<file path="src/rtl/soc_run_pkg.sv">
// Shared types and default parameter values for the SoC run monitor.
package soc_run_pkg;

  typedef enum logic [2:0] {
    IDLE    = 3'd0,
    RUN     = 3'd1,
    PASS    = 3'd2,
    FAIL    = 3'd3,
    TIMEOUT = 3'd4,
    HANG    = 3'd5
  } run_state_e;

  localparam int DEF_TIMEOUT_CYCLES = 1000;
  localparam int DEF_HANG_CYCLES    = 64;
  localparam int DEF_CNT_W          = 32;

  function automatic logic is_terminal(input run_state_e s);
    return (s == PASS) || (s == FAIL) || (s == TIMEOUT) || (s == HANG);
  endfunction

endpackage

</file>
<file path="src/rtl/soc_pc_stall_det.sv">
// Tracks the last fetch address and how many consecutive run cycles it has
// stayed unchanged; hang_o flags the cycle on which the stall limit is reached.
module soc_pc_stall_det
  import soc_run_pkg::*;
#(
  parameter int HANG_CYCLES = DEF_HANG_CYCLES
) (
  input  logic        clk_i,
  input  logic        rst_ni,
  input  logic        en_i,
  input  logic        clr_i,
  input  logic [31:0] instr_addr_i,
  output logic        hang_o
);

  localparam int SW = (HANG_CYCLES < 2) ? 1 : $clog2(HANG_CYCLES + 1);
  localparam logic [SW:0]   HANG_LIM  = (SW + 1)'(HANG_CYCLES);
  localparam logic [SW-1:0] STALL_MAX = SW'(HANG_CYCLES);

  logic [31:0]   last_addr_q, last_addr_d;
  logic [SW-1:0] stall_q, stall_d;
  logic [SW:0]   stall_inc;
  logic          same_addr;

  always_comb begin
    same_addr   = (instr_addr_i == last_addr_q);
    stall_inc   = {1'b0, stall_q} + (SW + 1)'(1);
    last_addr_d = last_addr_q;
    stall_d     = stall_q;
    if (clr_i) begin
      last_addr_d = instr_addr_i;
      stall_d     = '0;
    end else if (en_i) begin
      if (!same_addr) begin
        last_addr_d = instr_addr_i;
        stall_d     = '0;
      end else if (stall_q != STALL_MAX) begin
        stall_d = stall_inc[SW-1:0];
      end
    end
    // Fires on the cycle whose increment would reach the limit, so the
    // controller can leave RUN on that same edge.
    hang_o = (HANG_CYCLES != 0) && en_i && same_addr && (stall_inc == HANG_LIM);
  end

  always_ff @(posedge clk_i or negedge rst_ni) begin
    if (!rst_ni) begin
      last_addr_q <= '0;
      stall_q     <= '0;
    end else begin
      last_addr_q <= last_addr_d;
      stall_q     <= stall_d;
    end
  end

endmodule

</file>
<file path="src/rtl/soc_run_monitor.sv">
// Run controller for the SoC: enables fetch, watches for completion, and
// classifies the run as pass, fail, timeout or PC hang.
module soc_run_monitor
  import soc_run_pkg::*;
#(
  parameter int TIMEOUT_CYCLES = DEF_TIMEOUT_CYCLES,
  parameter int HANG_CYCLES    = DEF_HANG_CYCLES,
  parameter int CNT_W          = DEF_CNT_W
) (
  input  logic             clk_i,
  input  logic             rst_ni,
  input  logic             start_i,
  input  logic             clear_i,
  input  logic [31:0]      expected_i,
  input  logic [31:0]      mem_flag_i,
  input  logic [31:0]      mem_result_i,
  input  logic [31:0]      instr_addr_i,
  output logic             fetch_enable_o,
  output logic             busy_o,
  output logic             done_o,
  output logic             pass_o,
  output logic [2:0]       status_o,
  output logic [31:0]      result_o,
  output logic [CNT_W-1:0] cycles_o
);

  localparam logic [CNT_W-1:0] TIMEOUT_LIM = CNT_W'(TIMEOUT_CYCLES);

  run_state_e       state_q, state_d;
  logic [31:0]      expected_q, expected_d;
  logic [31:0]      result_q, result_d;
  logic [CNT_W-1:0] cycles_q, cycles_d;
  logic [CNT_W-1:0] cycles_inc;
  logic             fetch_en_q, fetch_en_d;
  logic             busy_q, busy_d;
  logic             done_q, done_d;
  logic             pass_q, pass_d;
  logic             start_acc;
  logic             in_run;
  logic             hang;

  assign start_acc = (state_q == IDLE) && start_i;
  assign in_run    = (state_q == RUN);

  soc_pc_stall_det #(
    .HANG_CYCLES (HANG_CYCLES)
  ) u_stall_det (
    .clk_i        (clk_i),
    .rst_ni       (rst_ni),
    .en_i         (in_run),
    .clr_i        (start_acc),
    .instr_addr_i (instr_addr_i),
    .hang_o       (hang)
  );

  always_comb begin
    cycles_inc = (&cycles_q) ? cycles_q : cycles_q + CNT_W'(1);
    state_d    = state_q;
    expected_d = expected_q;
    result_d   = result_q;
    cycles_d   = cycles_q;
    unique case (state_q)
      IDLE: begin
        if (start_i) begin
          state_d    = RUN;
          expected_d = expected_i;
          result_d   = '0;
          cycles_d   = '0;
        end
      end
      RUN: begin
        cycles_d = cycles_inc;
        // Completion outranks timeout, which outranks hang.
        if (mem_flag_i != '0) begin
          result_d = mem_result_i;
          state_d  = (mem_result_i == expected_q) ? PASS : FAIL;
        end else if (cycles_inc == TIMEOUT_LIM) begin
          state_d = TIMEOUT;
        end else if (hang) begin
          state_d = HANG;
        end
      end
      PASS, FAIL, TIMEOUT, HANG: begin
        if (clear_i) begin
          state_d  = IDLE;
          result_d = '0;
          cycles_d = '0;
        end
      end
      default: state_d = IDLE;
    endcase
    // Flag outputs are decoded from the next state so they register in step with it.
    fetch_en_d = (state_d == RUN);
    busy_d     = (state_d == RUN);
    done_d     = is_terminal(state_d);
    pass_d     = (state_d == PASS);
  end

  always_ff @(posedge clk_i or negedge rst_ni) begin
    if (!rst_ni) begin
      state_q    <= IDLE;
      expected_q <= '0;
      result_q   <= '0;
      cycles_q   <= '0;
      fetch_en_q <= 1'b0;
      busy_q     <= 1'b0;
      done_q     <= 1'b0;
      pass_q     <= 1'b0;
    end else begin
      state_q    <= state_d;
      expected_q <= expected_d;
      result_q   <= result_d;
      cycles_q   <= cycles_d;
      fetch_en_q <= fetch_en_d;
      busy_q     <= busy_d;
      done_q     <= done_d;
      pass_q     <= pass_d;
    end
  end

  assign fetch_enable_o = fetch_en_q;
  assign busy_o         = busy_q;
  assign done_o         = done_q;
  assign pass_o         = pass_q;
  assign status_o       = state_q;
  assign result_o       = result_q;
  assign cycles_o       = cycles_q;

endmodule
</file>
<file path="config.mk">
export PLATFORM = sky130hd
export DESIGN_NAME = soc_run_monitor
export DESIGN_NICKNAME = d
export VERILOG_FILES = /design/src/rtl/soc_run_pkg.sv /design/src/rtl/soc_pc_stall_det.sv /design/src/rtl/soc_run_monitor.sv
export SDC_FILE = /design/constraint.sdc
export NUM_CORES = 1
export LEC_CHECK = 0
export CAP_MARGIN = 20
export CORE_UTILIZATION = 55
export CTS_CLUSTER_DIAMETER = 150
export CTS_CLUSTER_SIZE = 16
export DETAILED_ROUTE_END_ITERATION = 8
export PLACE_DENSITY = 0.95
export SETUP_SLACK_MARGIN = 0.05
export SLEW_MARGIN = 25
export SYNTH_ARGS = -nofsm -noshare
export SYNTH_HDL_FRONTEND = slang
export SYNTH_HIERARCHICAL = 1
export SYNTH_SLANG_ARGS = --single-unit
</file>
<file path="constraint.sdc">
create_clock -name clk_i -period 6.1 [get_ports clk_i]
set_input_delay 0.61 -clock clk_i [delete_from_list [all_inputs] [get_ports clk_i]]
set_output_delay 0.61 -clock clk_i [all_outputs]
set_load 0.005 [all_outputs]
</file>
==> out/metrics.cfg <==
[finish]
final_cell_mix=clkdlybuf4s50_1, dfrtp_1, nand2_1
mostFrequentLayoutCell=clkdlybuf4s50_1
fin_area_sq_um=11100
antenna_cells=0
drive_gt1_share_pct=9.55
syn2layout_area_growth_pct=31.1
fin_nets=1181
fin_cells=1242
final_util_pct=75.2

[clock_network]
cts_resized=0
cts_sinks=141
h-tree-depth=4
clk_latency_ns=0.43
tritoncts=built
cts_hold_buf=0
cts_setup_buffers=0
clk_path_buf_depth=2
clk_pin_slew_ns=0.06
cts_root_buf=clkbuf_16
cts_buffers=17

[yosys]
ys_types=60
syn-cell-area_sq_um=8460
yosys_warnings=6
synth_flop_cell=dfrtp_1
syn-num-nets=1022
syn_area_per_cell_sq_um=9.55
ys_seq_area_share_pct=41.7
synth-seq-cells=141
synth_enable_flop_cells=0
async_flop_share_pct=100
synthCells=886

[setup_path]
required_ns=6.42
endpoint_kind=flop
cp.arrival_ns=3.55
worstPathMaxFanout=12
rr_worst_depth=8
critPathLaunchType=flop
startpoint=cycles_o[2]
reg2reg_setup_slack_ns=2.87
rr_startpoint=cycles_o[2]
setup.worst_path.class=flop to flop
reg2reg_to=busy_o

[die]
start_util_pct=57.4
fp.dieH_um=126
core-area_sq_um=14800
io_pins=203
core.rowCount=44
die_area_sq_um=15900
die_w_um=126

[global_route]
track_usage_pct=33.0
overflow=0
grt_pass1_vias=7998
antenna_found_initial=0
grt_pass1_wl_mm=41.5
grt_max_degree=96

[sta]
maxSlewViolCount=0
min_period_ns=3.23
period_share_pct=53.0
tightest_slew_ns=1.01
fin_skew_ns=0.0112
hold_viol=0
fmax_mhz=309
timing.setup.tns_ns=0
setup_viol=0
rsz0062_at_grt=false
slew_headroom_pct=32.9

[pwr]
powerDensity_nw_per_um2=396
p_leak_nw=4.21
peakVddDrop_uv=335
power_mw=4.40

[run_status]
status=completed

[place]
place_congestion=1.00
port_buffers=202
dp_cells=1209
placed_area_sq_um=10500
hpwl_mm=17.1

[job]
max_cap_violations=0

[routing]
antenna_left=0
drt-initial-drc-count=1127
wl_per_cell_um=21.0
vias=8204
route.detailed.drc=0
firstDrtPassIters=8
wl_mm=26.1
detail_route.vias_per_cell=6.61

[hold_path]
min_path_type=input pin to asynchronous set/reset pin

## registers in the layout (all words and copies together), names as in the netlist
register and flops:
cycles_o 32, expected_q 32, u_stall_det/last_addr_q 32, status_o 3, busy_o 1, done_o 1, result_o 32, pass_o 1
u_stall_det/stall_q 7
## routing by layer
layer / track usage [%] / share of wire, %
met5: 0 / 0
met2: 56.4 / 50
met3: 7.22 / 8.8
met1: 40.9 / 38
met4: 12.8 / 3.4
## worst max path at each step
stage	endpoint	slack (ns)	depth (start not counted)
detailed placement	busy_o	2.97	9
global route	busy_o	2.65	9
global placement	busy_o	3.09	8
CTS	busy_o	2.96	9
floorplan	busy_o	3.40	10
finish	busy_o	2.87	8
## layout make-up
class / instances / area [sq um]
fill: 930 / 3660
timing repair buffer: 213 / 2130
sequential: 141 / 3530
clock inverter: 14 / 158
tap: 184 / 230
inverter: 13 / 48.8
multi-input combinational: 659 / 4580
clock buffer: 18 / 429
## power by group
group          switching, mW  internal [mW]  total (mW)
Sequential             0.307           1.28        1.59
Combinational          0.857          0.909        1.77
Clock                  0.438          0.610        1.05
## cells by family (layout without fill, tap and decap cells)
| group | count (synthesis) | in the layout | synth area share (%) |
|---|---|---|---|
| AO/OA/AOI/OAI | 218 | 218 | 17.5 |
| buffers and inverters | 86 | 258 | 4.55 |
| multiplexers | 42 | 42 | 5.51 |
| XOR/XNOR | 71 | 71 | 7.35 |
| flip-flops | 141 | 141 | 41.7 |
| AND/OR/NAND/NOR | 324 | 324 | 22.8 |
| adder cells (fa/ha/maj) | 4 | 4 | 0.591 |
## cell usage after synthesis (4+ instances only)
cell,n,share of area [%]
o31ai_1,5,0.44
nand4b_1,32,3.3
nand3_1,25,1.5
and3_1,14,1.0
or2_2,4,0.30
nor4_1,14,1.0
or3_1,6,0.44
o21ai_0,43,2.5
mux2i_1,5,0.59
nor3b_1,33,2.9
nor2_1,29,1.3
and4_1,8,0.83
mux2_2,37,4.9
a21oi_1,54,3.2
o211ai_1,37,3.3
nand2_1,87,3.9
ha_1,4,0.59
nor3_1,11,0.65
buf_4,7,0.62
xnor2_1,69,7.1
nand4_1,37,2.7
a22o_1,33,3.4
dfrtp_1,141,42
buf_2,17,1.0
a21o_1,4,0.35
nor4_2,4,0.59
a31oi_1,8,0.59
a32oi_1,5,0.52
and2_1,5,0.37
inv_1,13,0.58
o41ai_1,5,0.52
clkbuf_1,44,2.0
## stage by stage
step | hold slack [ns] | worst slack [ns]
after floorplan | 0.314 | 3.40
after global placement | 0.482 | 3.09
after detailed placement | 0.483 | 2.97
after CTS | 0.211 | 2.96
after global routing | 0.238 | 2.65
final | 0.186 | 2.87
## worst max-delay path, cell delays in order, from the launching register on
cell and delay, ns:
dfrtp_1 0.59, and4_1 0.31, nand4_1 0.53, o21a_1 0.38, nor4_1 0.30, o2111ai_1 0.19, nor4_2 0.48, a21o_1 0.21
o21ba_1 0.15
Note: power is estimated with default switching activity, not from simulation.
